<file path="src/rtl/video_timing_gen.sv">
// Raster timing generator: pixel enable, H/V counters, syncs, blanking, latched IRQ.
// All outputs registered from next-counter values, so decodes never lag the counters; no backpressure.
module video_timing_gen #(
  parameter int PIX_DIV      = 4,
  parameter int H_TOTAL      = 384,
  parameter int H_ACTIVE     = 256,
  parameter int H_SYNC_START = 304,
  parameter int H_SYNC_WIDTH = 32,
  parameter int V_TOTAL      = 264,
  parameter int V_ACTIVE     = 224,
  parameter int V_SYNC_START = 240,
  parameter int V_SYNC_WIDTH = 8,
  parameter int IRQ_LINE     = 224,
  parameter int HW           = $clog2(H_TOTAL),
  parameter int VW           = $clog2(V_TOTAL)
) (
  input  logic          clk,
  input  logic          rst,
  input  logic          irq_en,
  input  logic          irq_ack,
  output logic          pix_ce,
  output logic [HW-1:0] hcount,
  output logic [VW-1:0] vcount,
  output logic          hsync_n,
  output logic          vsync_n,
  output logic          csync_n,
  output logic          hblank,
  output logic          vblank,
  output logic          de,
  output logic          line_start,
  output logic          frame_start,
  output logic          irq_n
);

  if (!(PIX_DIV >= 1 && H_ACTIVE <= H_TOTAL && V_ACTIVE <= V_TOTAL && IRQ_LINE < V_TOTAL &&
        H_SYNC_WIDTH >= 1 && H_SYNC_WIDTH < H_TOTAL && V_SYNC_WIDTH >= 1 &&
        V_SYNC_WIDTH < V_TOTAL && H_SYNC_START < H_TOTAL && V_SYNC_START < V_TOTAL))
  begin : g_bad_params
    $error("video_timing_gen: illegal timing parameters");
  end

  localparam int DW = (PIX_DIV > 1) ? $clog2(PIX_DIV) : 1;
  localparam logic [DW-1:0] DIV_LAST = DW'(PIX_DIV - 1);
  localparam logic [HW-1:0] H_LAST   = HW'(H_TOTAL - 1);
  localparam logic [VW-1:0] V_LAST   = VW'(V_TOTAL - 1);
  localparam logic [VW-1:0] IRQ_V    = VW'(IRQ_LINE);

  // Sync windows may run past the total; the wrapped part is split into [LO,total) + [0,HI).
  localparam int H_SYNC_END  = H_SYNC_START + H_SYNC_WIDTH;
  localparam int V_SYNC_END  = V_SYNC_START + V_SYNC_WIDTH;
  localparam bit H_SYNC_WRAP = (H_SYNC_END > H_TOTAL);
  localparam bit V_SYNC_WRAP = (V_SYNC_END > V_TOTAL);
  localparam logic [HW:0] HS_LO = (HW+1)'(H_SYNC_START);
  localparam logic [HW:0] HS_HI = (HW+1)'(H_SYNC_WRAP ? H_SYNC_END - H_TOTAL : H_SYNC_END);
  localparam logic [VW:0] VS_LO = (VW+1)'(V_SYNC_START);
  localparam logic [VW:0] VS_HI = (VW+1)'(V_SYNC_WRAP ? V_SYNC_END - V_TOTAL : V_SYNC_END);
  localparam logic [HW:0] HA    = (HW+1)'(H_ACTIVE);
  localparam logic [VW:0] VA    = (VW+1)'(V_ACTIVE);

  logic [DW-1:0] div_q, div_d;
  logic          pix_ce_q, pix_ce_d;
  logic [HW-1:0] hcount_q, hcount_d;
  logic [VW-1:0] vcount_q, vcount_d;
  logic          irq_n_q, irq_n_d;
  logic          hsync_n_q, vsync_n_q, csync_n_q;
  logic          hblank_q, vblank_q, de_q, line_start_q, frame_start_q;
  logic [HW:0]   hx;
  logic [VW:0]   vx;
  logic          hs_act, vs_act, hb_d, vb_d, irq_set;

  always_comb begin
    div_d    = (div_q == DIV_LAST) ? '0 : div_q + DW'(1);
    hcount_d = hcount_q;
    vcount_d = vcount_q;
    if (pix_ce_q) begin
      if (hcount_q == H_LAST) begin
        hcount_d = '0;
        vcount_d = (vcount_q == V_LAST) ? '0 : vcount_q + VW'(1);
      end else begin
        hcount_d = hcount_q + HW'(1);
      end
    end
    if (rst) begin
      div_d    = '0;
      hcount_d = '0;
      vcount_d = '0;
    end
    // Reset value also covers PIX_DIV==1, where the enable is permanently high.
    pix_ce_d = rst ? (PIX_DIV == 1) : (div_d == DIV_LAST);

    hx     = {1'b0, hcount_d};
    vx     = {1'b0, vcount_d};
    hs_act = H_SYNC_WRAP ? ((hx >= HS_LO) || (hx < HS_HI)) : ((hx >= HS_LO) && (hx < HS_HI));
    vs_act = V_SYNC_WRAP ? ((vx >= VS_LO) || (vx < VS_HI)) : ((vx >= VS_LO) && (vx < VS_HI));
    hb_d   = (hx >= HA);
    vb_d   = (vx >= VA);

    irq_set = !rst && pix_ce_q && irq_en && (hcount_d == '0) && (vcount_d == IRQ_V);
    irq_n_d = irq_n_q;
    if (irq_ack) irq_n_d = 1'b1;
    if (irq_set) irq_n_d = 1'b0;
  end

  always_ff @(posedge clk) begin
    if (rst) begin
      div_q    <= '0;
      pix_ce_q <= pix_ce_d;
      hcount_q <= '0;
      vcount_q <= '0;
      irq_n_q  <= 1'b1;
    end else begin
      div_q    <= div_d;
      pix_ce_q <= pix_ce_d;
      hcount_q <= hcount_d;
      vcount_q <= vcount_d;
      irq_n_q  <= irq_n_d;
    end
  end

  // Decodes follow the next-counter values, which are already forced to (0,0) during reset.
  always_ff @(posedge clk) begin
    hsync_n_q     <= !hs_act;
    vsync_n_q     <= !vs_act;
    csync_n_q     <= !hs_act && !vs_act;
    hblank_q      <= hb_d;
    vblank_q      <= vb_d;
    de_q          <= !hb_d && !vb_d;
    line_start_q  <= (hcount_d == '0);
    frame_start_q <= (hcount_d == '0) && (vcount_d == '0);
  end

  assign pix_ce      = pix_ce_q;
  assign hcount      = hcount_q;
  assign vcount      = vcount_q;
  assign hsync_n     = hsync_n_q;
  assign vsync_n     = vsync_n_q;
  assign csync_n     = csync_n_q;
  assign hblank      = hblank_q;
  assign vblank      = vblank_q;
  assign de          = de_q;
  assign line_start  = line_start_q;
  assign frame_start = frame_start_q;
  assign irq_n       = irq_n_q;

endmodule

</file>
<file path="config.mk">
export PLATFORM = sky130hd
export DESIGN_NAME = video_timing_gen
export DESIGN_NICKNAME = d
export VERILOG_FILES = /design/src/rtl/video_timing_gen.sv
export SDC_FILE = /design/constraint.sdc
export NUM_CORES = 1
export LEC_CHECK = 0
export BUFFER_PORTS_ARGS = -buffer_cell sky130_fd_sc_hd__buf_2
export CORE_ASPECT_RATIO = 1.75
export CORE_MARGIN = 2
export CORE_UTILIZATION = 61
export CTS_BUF_LIST = sky130_fd_sc_hd__clkbuf_4
export CTS_CLUSTER_SIZE = 16
export DETAILED_ROUTE_END_ITERATION = 7
export PLACE_DENSITY = 0.84
export SYNTH_ARGS = -nofsm -noshare
export SYNTH_HDL_FRONTEND = slang
export SYNTH_SLANG_ARGS = --single-unit
</file>
<file path="constraint.sdc">
create_clock -name clk -period 4.2 [get_ports clk]
set_input_delay 0.84 -clock clk [delete_from_list [all_inputs] [get_ports clk]]
set_output_delay 0.84 -clock clk [all_outputs]
set_load 0.05 [all_outputs]
</file>
==> results.py <==
metrics = {
    "yosys": {
        "ys.warnings.count": 0,
        "ys_types": 53,
        "synth_flop_cell": "dfxtp_1",
        "synth_top_area_share": 0.3744,
        "syn_area_sq_um": 1604,
        "synth_top_area_cell": "dfxtp_1",
        "synth_area_leaders": "dfxtp_1 37%, nor2_1 5.4%, xor2_1 4.9%",
        "yosysSeqAreaShare": 0.3744,
        "synth_nets": 178,
        "synth_commonest_cells": "30 x dfxtp_1, 23 x nor2_1, 9 x nand2_1, 9 x xor2_1",
        "syn_inst": 171,
        "async_flop_share": 0,
        "synth_edf_count": 0,
        "synth_area_per_cell_sq_um": 9.380,
        "yosysMostFrequentCell": "dfxtp_1",
        "synth-seq-cells": 30,
    },
    "clock_tree": {
        "cts_buffer_depth": 2,
        "cts_setup_buffers": 0,
        "cts_made_buffers": 5,
        "cts-root-buf": "clkbuf_4",
        "cts_tree": "done",
        "cts_resized": 0,
        "clock_sinks": 30,
        "clk_pin_slew_ns": 0.10,
        "cts_htree_levels": 2,
        "cts.hold.buffers_added": 0,
        "clkLatencyLatePin_ns": 0.33,
    },
    "cells_and_area": {
        "post-route-util": 0.7219,
        "layout-drive-gt1-share": 0.2687,
        "antenna_cells": 0,
        "syn_to_final_growth_pct": 12.17,
        "layout.nets": 207,
        "design_area_sq_um": 1799,
    },
    "floorplanning": {
        "rows": 24,
        "coreArea_sq_um": 2492,
        "die_area_sq_um": 3072,
        "die_width_microns": 42.77,
        "die_h_microns": 71.84,
        "initial_utilization": 0.6436,
        "num_io_pins": 32,
    },
    "drt": {
        "finalWirelength_mm": 3.673,
        "postRouteAntennaNets": 0,
        "via_per_inst": 6.106,
        "drc": 0,
        "dr.pass1.iters": 4,
        "drt-initial-drc-count": 34,
        "wl_per_cell_microns": 16.18,
        "num_vias": 1386,
    },
    "worst_setup_path": {
        "critical_path_class": "register to register",
        "arrival_ns": 2.95,
        "crit_fanout": 9,
        "required_ns": 4.43,
        "end_kind": "register",
        "cp-start-kind": "register",
    },
    "sta": {
        "setup_tns_ns": 0,
        "skew_ns": 0.008864,
        "fin_crit_ns": 2.713,
        "worstMarginPinSlew_ns": 0.6362,
        "max-slew-margin-rel": 0.5719,
        "setup_viol": 0,
        "rsz0062_at_grt": "no",
        "drv_slew": 0,
        "timing.fmax_ghz": 0.3686,
        "fin_crit_sh": 0.6459,
        "hold_violations": 0,
    },
    "place": {
        "dp_hpwl_mm": 2.776,
        "placed_area_sq_um": 1698,
        "gp_congestion": 0.9460,
        "portBuffers": 31,
    },
    "global_routing": {
        "grt_pass1_wl_mm": 6.272,
        "grt_pass1_vias": 1356,
        "grt_max_degree": 18,
        "track_usage": 0.2698,
        "antenna_found_initial": 0,
        "grt.overflow.total": 0,
    },
    "pwr": {
        "p_leak_nw": 0.8120,
        "power_density_nw_per_um2": 354.9,
        "ir_drop_uv": 483.9,
    },
    "worst_hold_path": {
        "hold_path_class": "register to register",
    },
    "job": {
        "drv_cap": 0,
    },
    "outcome": {
        "status": "completed",
    },
}
## per-stage QoR
stage	hold slack (ns)	total power, mW	setup slack (ns)	instances
floorplan	0.4057	0.3496	1.370	171
global placement	0.4135	0.3560	1.583	219
detailed placement	0.4275	0.3580	1.518	219
CTS	0.4420	0.6425	1.504	227
global route	0.4687	0.6627	1.302	227
finish	0.4384	0.6385	1.487	227
## kinds of logic after synthesis
logic type	after synthesis	synth area share
flops	30	0.3744
simple gates	81	0.3214
compound gates	25	0.1131
fa+ha+maj	3	0.02340
buf+inv	15	0.07254
mux	3	0.01872
xor+xnor	14	0.07644
## power breakdown
part / switching (mW) / internal, mW / total [mW] / leakage [nW]
Clock: 0.104 / 0.183 / 0.287 / 0.0528
Combinational: 0.0342 / 0.0157 / 0.0499 / 0.516
Sequential: 0.00961 / 0.292 / 0.302 / 0.243
Total: 0.147 / 0.491 / 0.638 / 0.812
## cell usage in the layout (no fill, tap or decap), types with 3 or more instances in the layout
cell / Yosys / layout
nand3_1: 4 / 4
nor2_1: 23 / 23
nor4_1: 4 / 4
buf_2: 1 / 31
a41oi_1: 3 / 3
xor2_1: 9 / 9
nor2b_1: 5 / 5
mux2i_1: 3 / 3
a21oi_1: 6 / 6
inv_1: 6 / 6
nand4_1: 4 / 4
nand2_1: 9 / 9
xnor2_1: 5 / 5
and3_1: 4 / 4
dfxtp_1: 30 / 30
clkbuf_4: 0 / 5
nor3_1: 4 / 4
ha_1: 3 / 3
## metal layers
metal  vias up  share of wire  GRT usage
li1        673              -          -
met1       658           0.39     0.3066
met2        43           0.53     0.4596
met3        12          0.038    0.05038
met4         0          0.037     0.1528
met5         -              0          0
## area by class of cell
cell class | count | area (sq um)
inverters | 6 | 22.52
well taps | 26 | 32.53
clock buffers | 5 | 37.54
fillers | 191 | 693.2
clock inverters | 3 | 63.81
multi-input cells | 126 | 887.1
flip-flops and latches | 30 | 600.6
repair buffers | 31 | 155.1
## worst max-delay path: stages, from the launching register on
cell     delay [ns]
dfxtp_1        0.50
ha_1           0.40
nand4_2        0.25
nor2_1         0.18
mux2i_1        0.33
o31ai_1        0.14
or4_4          0.50
o31a_1         0.31
## worst paths after layout
path	from	to	slack (ns)	cells after the start
max	hcount[0]$_SDFF_PP0_	irq_n$_SDFFE_PP1P_	1.49	7
max reg2reg	hcount[0]$_SDFF_PP0_	irq_n$_SDFFE_PP1P_	1.49	7
min	div_q[0]$_SDFF_PP0_	div_q[0]$_SDFF_PP0_	0.44	1
min reg2reg	div_q[0]$_SDFF_PP0_	div_q[0]$_SDFF_PP0_	0.44	1
## sequential cells by signal (all words and copies together) (netlist names)
signal,count
csync_n,1
de,1
div_q,2
frame_start,1
hblank,1
hcount,9
hsync_n,1
irq_n,1
line_start,1
pix_ce,1
vblank,1
vcount,9
vsync_n,1
No activity file was read; power rests on OpenSTA's default activity.
